### src/rtl/e203_tcm_mp_ctrl.sv
// N-port TCM controller: arbitrates ICB requestors onto one single-port SRAM,
// with an in-flight stage and an in-order response FIFO (bypassed when empty).
module e203_tcm_mp_ctrl #(
    parameter int unsigned N_PORTS     = 2,
    parameter int unsigned AW          = 16,
    parameter int unsigned DW          = 32,
    parameter int unsigned RAM_AW      = 14,
    parameter int unsigned RAM_DEPTH   = 16384,
    parameter int unsigned ARBT_SCHEME = 0,
    parameter int unsigned OUTS_NUM    = 2,
    localparam int unsigned MW         = DW / 8
) (
    input  logic                  clk,
    input  logic                  rst,
    input  logic [N_PORTS-1:0]    i_icb_cmd_valid,
    output logic [N_PORTS-1:0]    i_icb_cmd_ready,
    input  logic [N_PORTS*AW-1:0] i_icb_cmd_addr,
    input  logic [N_PORTS-1:0]    i_icb_cmd_read,
    input  logic [N_PORTS*DW-1:0] i_icb_cmd_wdata,
    input  logic [N_PORTS*MW-1:0] i_icb_cmd_wmask,
    output logic [N_PORTS-1:0]    i_icb_rsp_valid,
    input  logic [N_PORTS-1:0]    i_icb_rsp_ready,
    output logic [N_PORTS-1:0]    i_icb_rsp_err,
    output logic [N_PORTS*DW-1:0] i_icb_rsp_rdata,
    output logic                  ram_cs,
    output logic                  ram_we,
    output logic [RAM_AW-1:0]     ram_addr,
    output logic [MW-1:0]         ram_wem,
    output logic [DW-1:0]         ram_din,
    input  logic [DW-1:0]         ram_dout,
    output logic                  tcm_active
);

    localparam int unsigned LMW  = $clog2(MW);
    localparam int unsigned PW   = (N_PORTS > 1) ? $clog2(N_PORTS) : 1;
    localparam int unsigned CW   = $clog2(OUTS_NUM + 1);
    localparam int unsigned PTRW = (OUTS_NUM > 1) ? $clog2(OUTS_NUM) : 1;

    typedef struct packed {
        logic [PW-1:0] port;
        logic          err;
        logic [DW-1:0] data;
    } rsp_t;

    logic [PW-1:0]   rr_q, rr_d, win;
    logic            any_vld, can_accept, hsk, in_range;
    logic [N_PORTS-1:0] grant;
    logic [AW-1:0]   sel_addr;
    logic            sel_read;
    logic [DW-1:0]   sel_wdata;
    logic [MW-1:0]   sel_wmask;
    logic [RAM_AW-1:0] word;

    logic            ifl_vld_q, ifl_err_q, ifl_read_q;
    logic [PW-1:0]   ifl_port_q;
    rsp_t            ifl_rsp, head;

    rsp_t            fifo_q [OUTS_NUM];
    logic [PTRW-1:0] rd_q, wr_q;
    logic [CW-1:0]   cnt_q, cnt_d;
    logic            head_vld, pop, push, fifo_pop, fifo_empty;

    assign fifo_empty = (cnt_q == '0);
    assign can_accept = ({1'b0, cnt_q} + (CW+1)'(ifl_vld_q)) < (CW+1)'(OUTS_NUM);
    assign any_vld    = |i_icb_cmd_valid;
    assign hsk        = any_vld & can_accept;

    // Loops run high-to-low so the first candidate in search order wins.
    always_comb begin
        win   = '0;
        grant = '0;
        if (ARBT_SCHEME == 0) begin
            for (int i = N_PORTS - 1; i >= 0; i--) begin
                if (i_icb_cmd_valid[i]) win = PW'(i);
            end
        end else begin
            for (int i = N_PORTS - 1; i >= 0; i--) begin
                if (i_icb_cmd_valid[(int'(rr_q) + i) % N_PORTS]) begin
                    win = PW'((int'(rr_q) + i) % N_PORTS);
                end
            end
        end
        if (any_vld) grant[win] = 1'b1;
    end

    always_comb begin
        sel_addr  = '0;
        sel_read  = 1'b0;
        sel_wdata = '0;
        sel_wmask = '0;
        for (int i = 0; i < N_PORTS; i++) begin
            if (win == PW'(i)) begin
                sel_addr  = i_icb_cmd_addr[i*AW +: AW];
                sel_read  = i_icb_cmd_read[i];
                sel_wdata = i_icb_cmd_wdata[i*DW +: DW];
                sel_wmask = i_icb_cmd_wmask[i*MW +: MW];
            end
        end
    end

    assign i_icb_cmd_ready = can_accept ? grant : '0;
    assign word            = sel_addr[AW-1:LMW];
    assign in_range        = 32'(word) < RAM_DEPTH;
    assign ram_cs          = hsk & in_range;
    assign ram_we          = ram_cs & ~sel_read;
    assign ram_addr        = hsk ? word : '0;
    assign ram_wem         = ram_we ? sel_wmask : '0;
    assign ram_din         = hsk ? sel_wdata : '0;

    always_comb begin
        rr_d = rr_q;
        if (ARBT_SCHEME != 0 && hsk) begin
            rr_d = (win == PW'(N_PORTS - 1)) ? '0 : win + 1'b1;
        end
    end

    assign ifl_rsp.port = ifl_port_q;
    assign ifl_rsp.err  = ifl_err_q;
    assign ifl_rsp.data = (ifl_read_q & ~ifl_err_q) ? ram_dout : '0;

    assign head_vld = ~fifo_empty | ifl_vld_q;
    assign head     = fifo_empty ? ifl_rsp : fifo_q[rd_q];

    always_comb begin
        i_icb_rsp_valid = '0;
        i_icb_rsp_err   = '0;
        i_icb_rsp_rdata = '0;
        for (int k = 0; k < N_PORTS; k++) begin
            if (head_vld && head.port == PW'(k)) begin
                i_icb_rsp_valid[k]          = 1'b1;
                i_icb_rsp_err[k]            = head.err;
                i_icb_rsp_rdata[k*DW +: DW] = head.data;
            end
        end
    end

    assign pop      = |(i_icb_rsp_valid & i_icb_rsp_ready);
    assign fifo_pop = pop & ~fifo_empty;
    // The in-flight entry is queued unless it left this cycle through the bypass.
    assign push     = ifl_vld_q & ~(fifo_empty & pop);
    assign cnt_d    = cnt_q + CW'(push) - CW'(fifo_pop);

    assign tcm_active = any_vld | ifl_vld_q | ~fifo_empty;

    always_ff @(posedge clk or posedge rst) begin
        if (rst) begin
            rr_q       <= '0;
            ifl_vld_q  <= 1'b0;
            ifl_err_q  <= 1'b0;
            ifl_read_q <= 1'b0;
            ifl_port_q <= '0;
            rd_q       <= '0;
            wr_q       <= '0;
            cnt_q      <= '0;
            for (int i = 0; i < OUTS_NUM; i++) fifo_q[i] <= '0;
        end else begin
            rr_q       <= rr_d;
            ifl_vld_q  <= hsk;
            ifl_err_q  <= ~in_range;
            ifl_read_q <= sel_read;
            ifl_port_q <= win;
            cnt_q      <= cnt_d;
            if (push) begin
                fifo_q[wr_q] <= ifl_rsp;
                wr_q         <= (wr_q == PTRW'(OUTS_NUM - 1)) ? '0 : wr_q + 1'b1;
            end
            if (fifo_pop) begin
                rd_q <= (rd_q == PTRW'(OUTS_NUM - 1)) ? '0 : rd_q + 1'b1;
            end
        end
    end

endmodule

### config.mk
export PLATFORM = sky130hd
export DESIGN_NAME = e203_tcm_mp_ctrl
export DESIGN_NICKNAME = d
export VERILOG_FILES = /design/src/rtl/e203_tcm_mp_ctrl.sv
export SDC_FILE = /design/constraint.sdc
export NUM_CORES = 1
export LEC_CHECK = 0
export ABC_AREA = 1
export CAP_MARGIN = 20
export CORE_MARGIN = 2
export CORE_UTILIZATION = 30
export CTS_CLUSTER_SIZE = 14
export DETAILED_ROUTE_END_ITERATION = 8
export GPL_ROUTABILITY_DRIVEN = 0
export GPL_TIMING_DRIVEN = 1
export SETUP_SLACK_MARGIN = 0.05
export SYNTH_ARGS = -nofsm -noshare
export SYNTH_HDL_FRONTEND = slang
export SYNTH_SLANG_ARGS = --single-unit
### constraint.sdc
create_clock -name clk -period 7.1 [get_ports clk]
set_clock_uncertainty 0.05 [all_clocks]
set_input_delay 1.42 -clock clk [delete_from_list [all_inputs] [get_ports clk]]
set_output_delay 1.42 -clock clk [all_outputs]
set_load 0.005 [all_outputs]
### Word level (Yosys, flattened, before mapping)

Index checks and enable logic that the tools add are counted.

| cells by class | value |
|---|---|
| add/subtract/negate cells | 5 |
| order comparisons | 6 |
| mux-type cells | 29 |
| bitwise operators | 15 |
| reduce and logical (&&, ||, !) cells | 7 |

Operator list:

| cell | count |
|---|---|
| $mux W34 | 5 |
| $mux W32 | 5 |
| $bwmux W68 | 1 |
| $demux W34 S1 | 1 |
| $mux W16 | 1 |
| $mux W14 | 1 |
| $mux W1 | 10 |
| $mux W4 | 2 |
| $and A1 B1 Y1 | 5 |
| $ge A2 B2 Y1 const B | 2 |
| $logic_and A1 B1 Y1 | 4 |
| $mux W2 | 2 |
| $not A1 Y1 | 4 |
| $not A1 Y2 | 2 |
| $reduce_or A2 Y1 | 2 |
| $add A2 B1 Y3 | 1 |
| $lt A3 B2 Y1 const B | 1 |
| $or A1 B1 Y1 | 3 |
| $add A1 B1 Y1 const B | 2 |
| $add A2 B1 Y2 | 1 |
| $and A2 B2 Y2 | 1 |
| $logic_not A2 Y1 | 1 |
| $lt A1 B2 Y1 const B | 1 |
| $lt A2 B1 Y1 const B | 1 |
| 3 further kinds | 3 |

| word-level totals | value |
|---|---|
| register bits after elaboration | 75 |
| bits of input ports | 144 |
| output and inout port bits | 123 |
| logic and storage cells | 74 |

### Depth between registers and ports, before layout

| depth | value |
|---|---|
| depth in word-level cells | 15 |
| depth in mapped cells | 15 |
| mapped depth without buffers | 13 |

### Worst setup path after synthesis

Ideal clock, no wire load.

| timing | value |
|---|---|
| path kind | input port to output port |
| start point | input port i_icb_cmd_valid[0] |
| end point | output port ram_wem[0] |
| arrival time | 2.291 ns |
| required time | 5.630 ns |
| slack | 3.339 ns |
| stages on the path | 8 |
| buffers on the path | 0 |
| path through | inv_1 > nand2_1 > clkinv_1 > nand2_1 > nand2_1 > nor2_1 > inv_1 > a21oi_1 |

| between the ends | value |
|---|---|
| longest elaborated chain between the ends | 5 |
| elaborated cells on any way between the ends | 8 |
| those cells by class | mux (4); bitwise (3); reduce/logical (1) |

RTL lines:

| element | line | text |
|---|---|---|
| start, declared | 15 | `input logic [N_PORTS-1:0] i_icb_cmd_valid,` |
| $mux W1 | 74 | `if (i_icb_cmd_valid[i]) win = PW'(i);` |
| $mux W1 | 92 | `if (win == PW'(i)) begin` |
| via sel_read | 49 | `logic sel_read;` |
| $not A1 Y1 | 105 | `assign ram_we = ram_cs & ~sel_read;` |
| $and A1 B1 Y1 | 105 |  |
| via ram_we | 26 | `output logic ram_we,` |
| $mux W4 | 107 | `assign ram_wem = ram_we ? sel_wmask : '0;` |
| end, declared | 28 | `output logic [MW-1:0] ram_wem,` |

The timed path passes the listed nets, and every way through them passes these cells.

### Final worst setup path

| timing | value |
|---|---|
| start point | input port i_icb_cmd_valid[0] |
| end point | output port ram_wem[3] |

| between the ends | value |
|---|---|
| longest elaborated chain between the ends | 5 |
| elaborated cells on any way between the ends | 8 |
| those cells by class | mux (4); bitwise (3); reduce/logical (1) |

RTL lines:

| element | line |
|---|---|
| $mux W1 | 74 |
| $mux W1 | 92 |
| via sel_read | 49 |
| $not A1 Y1 | 105 |
| $and A1 B1 Y1 | 105 |
| $mux W4 | 107 |

The timed path passes the listed nets, and every way through them passes these cells.

==> run summary <==
Ys Warns -> 0
Pwr Total -> 0.00327 W
Syn Std Cell Area -> 5340 sq um
post-route ant nets -> 0
# fillers -> 1859
pins over their slew limit -> 0
Crit Reg-Reg Endpoint -> cnt_q[1]
Net Sw Power -> 0.00141 W
Core Area -> 17400 sq um
Tmin final -> 5.15 ns
initial core utilization -> 0.308
CTS root buf -> clkbuf_16
WP data arrival -> 3.68 ns
Hold Path Cell Cnt -> 2
gr usage total -> 0.199
crit path max fanout -> 46
Netlist cell types -> 26
CTS tree -> done
DR WL/cell -> 14.1 um
Reg2Reg Setup Slack -> 3.92 ns
Pwr Density -> 393 nW/um^2
GR Overflow Total -> 0
#FFs+latches synth -> 73
vias in the first global route -> 5578
reg2reg start -> rd_q
DIE AREA -> 18900 sq um
WP data required -> 5.63 ns
Area Overhead vs Synth -> 55.5%
R2R cell count -> 13
Post-synth EDFFs -> 0
cells along the critical path -> clkdlybuf4s50_1 -> inv_1 -> nand2_1 -> clkinv_1 -> buf_4 -> nand2_1 -> nand2_1 -> nor2_1 -> inv_1 -> a21oi_1 -> clkdlybuf4s50_1
FP Rows -> 48
share of post-route cells with drive strength above 1 -> 0.0359
sequential share of the synthesized area -> 0.342
antenna violations before repair -> 0
number of H-tree levels -> 3
Synth area leaders -> dfrtp_1, nand2_1, nand4_1
top cells by count, synth -> nand2_1, inv_1, dfrtp_1, nor2_1, nand4_1
Tcrit/Tclk final -> 0.725
P_int -> 0.00186 W
crit path buf inv count -> 6
I/O Pins -> 267
Switching Fraction -> 0.432
# resized after CTS -> 0
clock power share -> 0.151
most frequent cell after synthesis -> nand2_1
Pleak -> 4.45 nW
Setup-failing EPs final -> 0
via count -> 6169
CTS Buffer Depth -> 2
clock-pin slew on the worst setup and hold paths -> 0.06 ns
status -> completed
Max Clk Rate -> 194 MHz
Synth top area share -> 0.342
Primary FF master, synth -> dfrtp_1
DP Wirelength -> 12500 um
Setup crit end kind -> output pin
Initial DRC Count -> 377
hold bufs inserted after CTS -> 0
CP peak stage delay -> 0.52 ns
slew at the pin with the worst max-slew slack -> 0.831 ns
max cap viols -> 0
family with the most delay on the worst path -> buffers and inverters
wirelength, routed -> 18900 um
VDD IR max -> 0.000199 V
Pre-antenna DRT Iters -> 5
cell mode on critical path -> nand2_1
TritonCTS Buffers -> 9
crit path launch type -> input pin
Setup TNS -> 0 ns
clock sinks -> 73
Clock Latency Late Sink -> 0.33 ns
Port Buffers -> 260
CP max stage cell -> clkdlybuf4s50_1
# diodes -> 0
Die W -> 137 um
Via density -> 4.60
Die H -> 137 um
register area -> 1830 sq um
multi-input logic area -> 2830 sq um
Post-synth ARST share -> 1.00
Post-CTS Setup Bufs -> 0
first-pass GRT wire length -> 29400 um
Worst slew margin -> 0.445
hold endpoint -> fifo_q[7]
Syn Area/Cell -> 5.98 sq um
Gate Count Post-Synth -> 894
cell taking the most area after synthesis -> dfrtp_1
Hold Crit Class -> flip-flop to flip-flop
final hold viol count -> 0
Hold Startpoint -> fifo_q[7]
logic gate share of total power -> 0.629
RSZ-0062 raised after global routing -> false
final core utilization -> 0.479
Seq pwr share -> 0.220
WS Path Type -> input pin to output pin
DRC -> 0
largest net degree at the start of global routing -> 71
Layout Nets -> 1256
[worst reg2reg max path, stage by stage, from the launching register on]
cell and delay, ns:
dfrtp_1 0.38, inv_2 0.52, nand2_1 0.19, nand2_1 0.10, nand2_1 0.06, nand4_1 0.11
nand2_2 0.08, nand2_4 0.57, nand2_1 0.16, ha_1 0.32, inv_1 0.04, ha_1 0.17
xnor2_1 0.17, xor2_1 0.16
[power by group through the flow]
stage	sequential [W]	combinational [W]	clock [W]
detailed placement	0.000723	0.00209	0
finish	0.000720	0.00206	0.000494
CTS	0.000718	0.00209	0.000501
global placement	0.000716	0.00208	0
global route	0.000742	0.00230	0.000519
floorplan	0.000698	0.00115	0
[cell usage in the layout (no fill, tap or decap), drive strengths merged]
| master | count |
|---|---|
| clkinv | 5 |
| nor2 | 70 |
| nand4 | 68 |
| nand3 | 36 |
| buf | 12 |
| o21ai | 32 |
| xnor2 | 1 |
| ha | 2 |
| conb | 2 |
| clkbuf | 11 |
| a21oi | 5 |
| nand2 | 441 |
| xor2 | 2 |
| inv | 93 |
| clkdlybuf4s50 | 260 |
| dfrtp | 73 |
| bufinv | 2 |
[through the flow]
| step | instances | hold WS [ns] | area [sq um] | setup slack (ns) |
|---|---|---|---|---|
| 2_1_floorplan | 895 | 0.392 | 5350 | 3.34 |
| 3_3_place_gp | 1324 | 0.403 | 7990 | 1.95 |
| 3_5_place_dp | 1324 | 0.408 | 7990 | 1.91 |
| 4_1_cts | 1340 | 0.422 | 8310 | 1.91 |
| 5_1_grt | 1340 | 0.440 | 8310 | 1.74 |
| 6_report | 1340 | 0.418 | 8310 | 1.95 |
[how the worst max path moves through the flow]
stage / startpoint / end / slack (ns) / cells after the start
finish: i_icb_cmd_valid[0] / ram_wem[3] / 1.95 / 11
global route: i_icb_cmd_valid[0] / ram_wem[0] / 1.74 / 11
CTS: i_icb_cmd_valid[0] / ram_wem[2] / 1.91 / 11
detailed placement: i_icb_cmd_valid[0] / ram_wem[3] / 1.91 / 11
global placement: i_icb_cmd_valid[0] / ram_wem[2] / 1.95 / 11
floorplan: i_icb_cmd_valid[0] / ram_wem[0] / 3.34 / 8
[cells by family (layout without fill, tap and decap cells)]
family | after synthesis | after routing | share of synthesized area
and+or+nand+nor | 615 | 615 | 0.483
buffers and inverters | 163 | 383 | 0.130
DFF | 73 | 73 | 0.342
AOI/OAI and AO/OA | 37 | 37 | 0.0347
xor gates and xnor gates | 3 | 3 | 0.00492
adders and majority gates | 2 | 2 | 0.00468
other | 1 | 2 | 0.000702
[routing by layer]
layer / global-route usage / routed length [um] / vias up
met1: 0.248 / 7860 / 2770
met2: 0.335 / 9140 / 212
met5: 0 / 0 / -
met3: 0.0589 / 1670 / 14
li1: - / - / 3173
met4: 0.0533 / 218 / 0
[registers in the layout, summed over array words and instances (netlist names)]
register    count
wr_q            1
cnt_q           2
ifl_vld_q       1
fifo_q         66
ifl_port_q      1
rd_q            1
ifl_read_q      1
[layout make-up]
type | count | area share
well taps | 225 | 0.0339
clock buffers | 11 | 0.0292
flip-flops and latches | 73 | 0.220
clock inverters | 5 | 0.00948
inverters | 95 | 0.0429
multi-input cells | 659 | 0.341
repair buffers | 272 | 0.324
No activity file was read; power rests on OpenSTA's default activity.
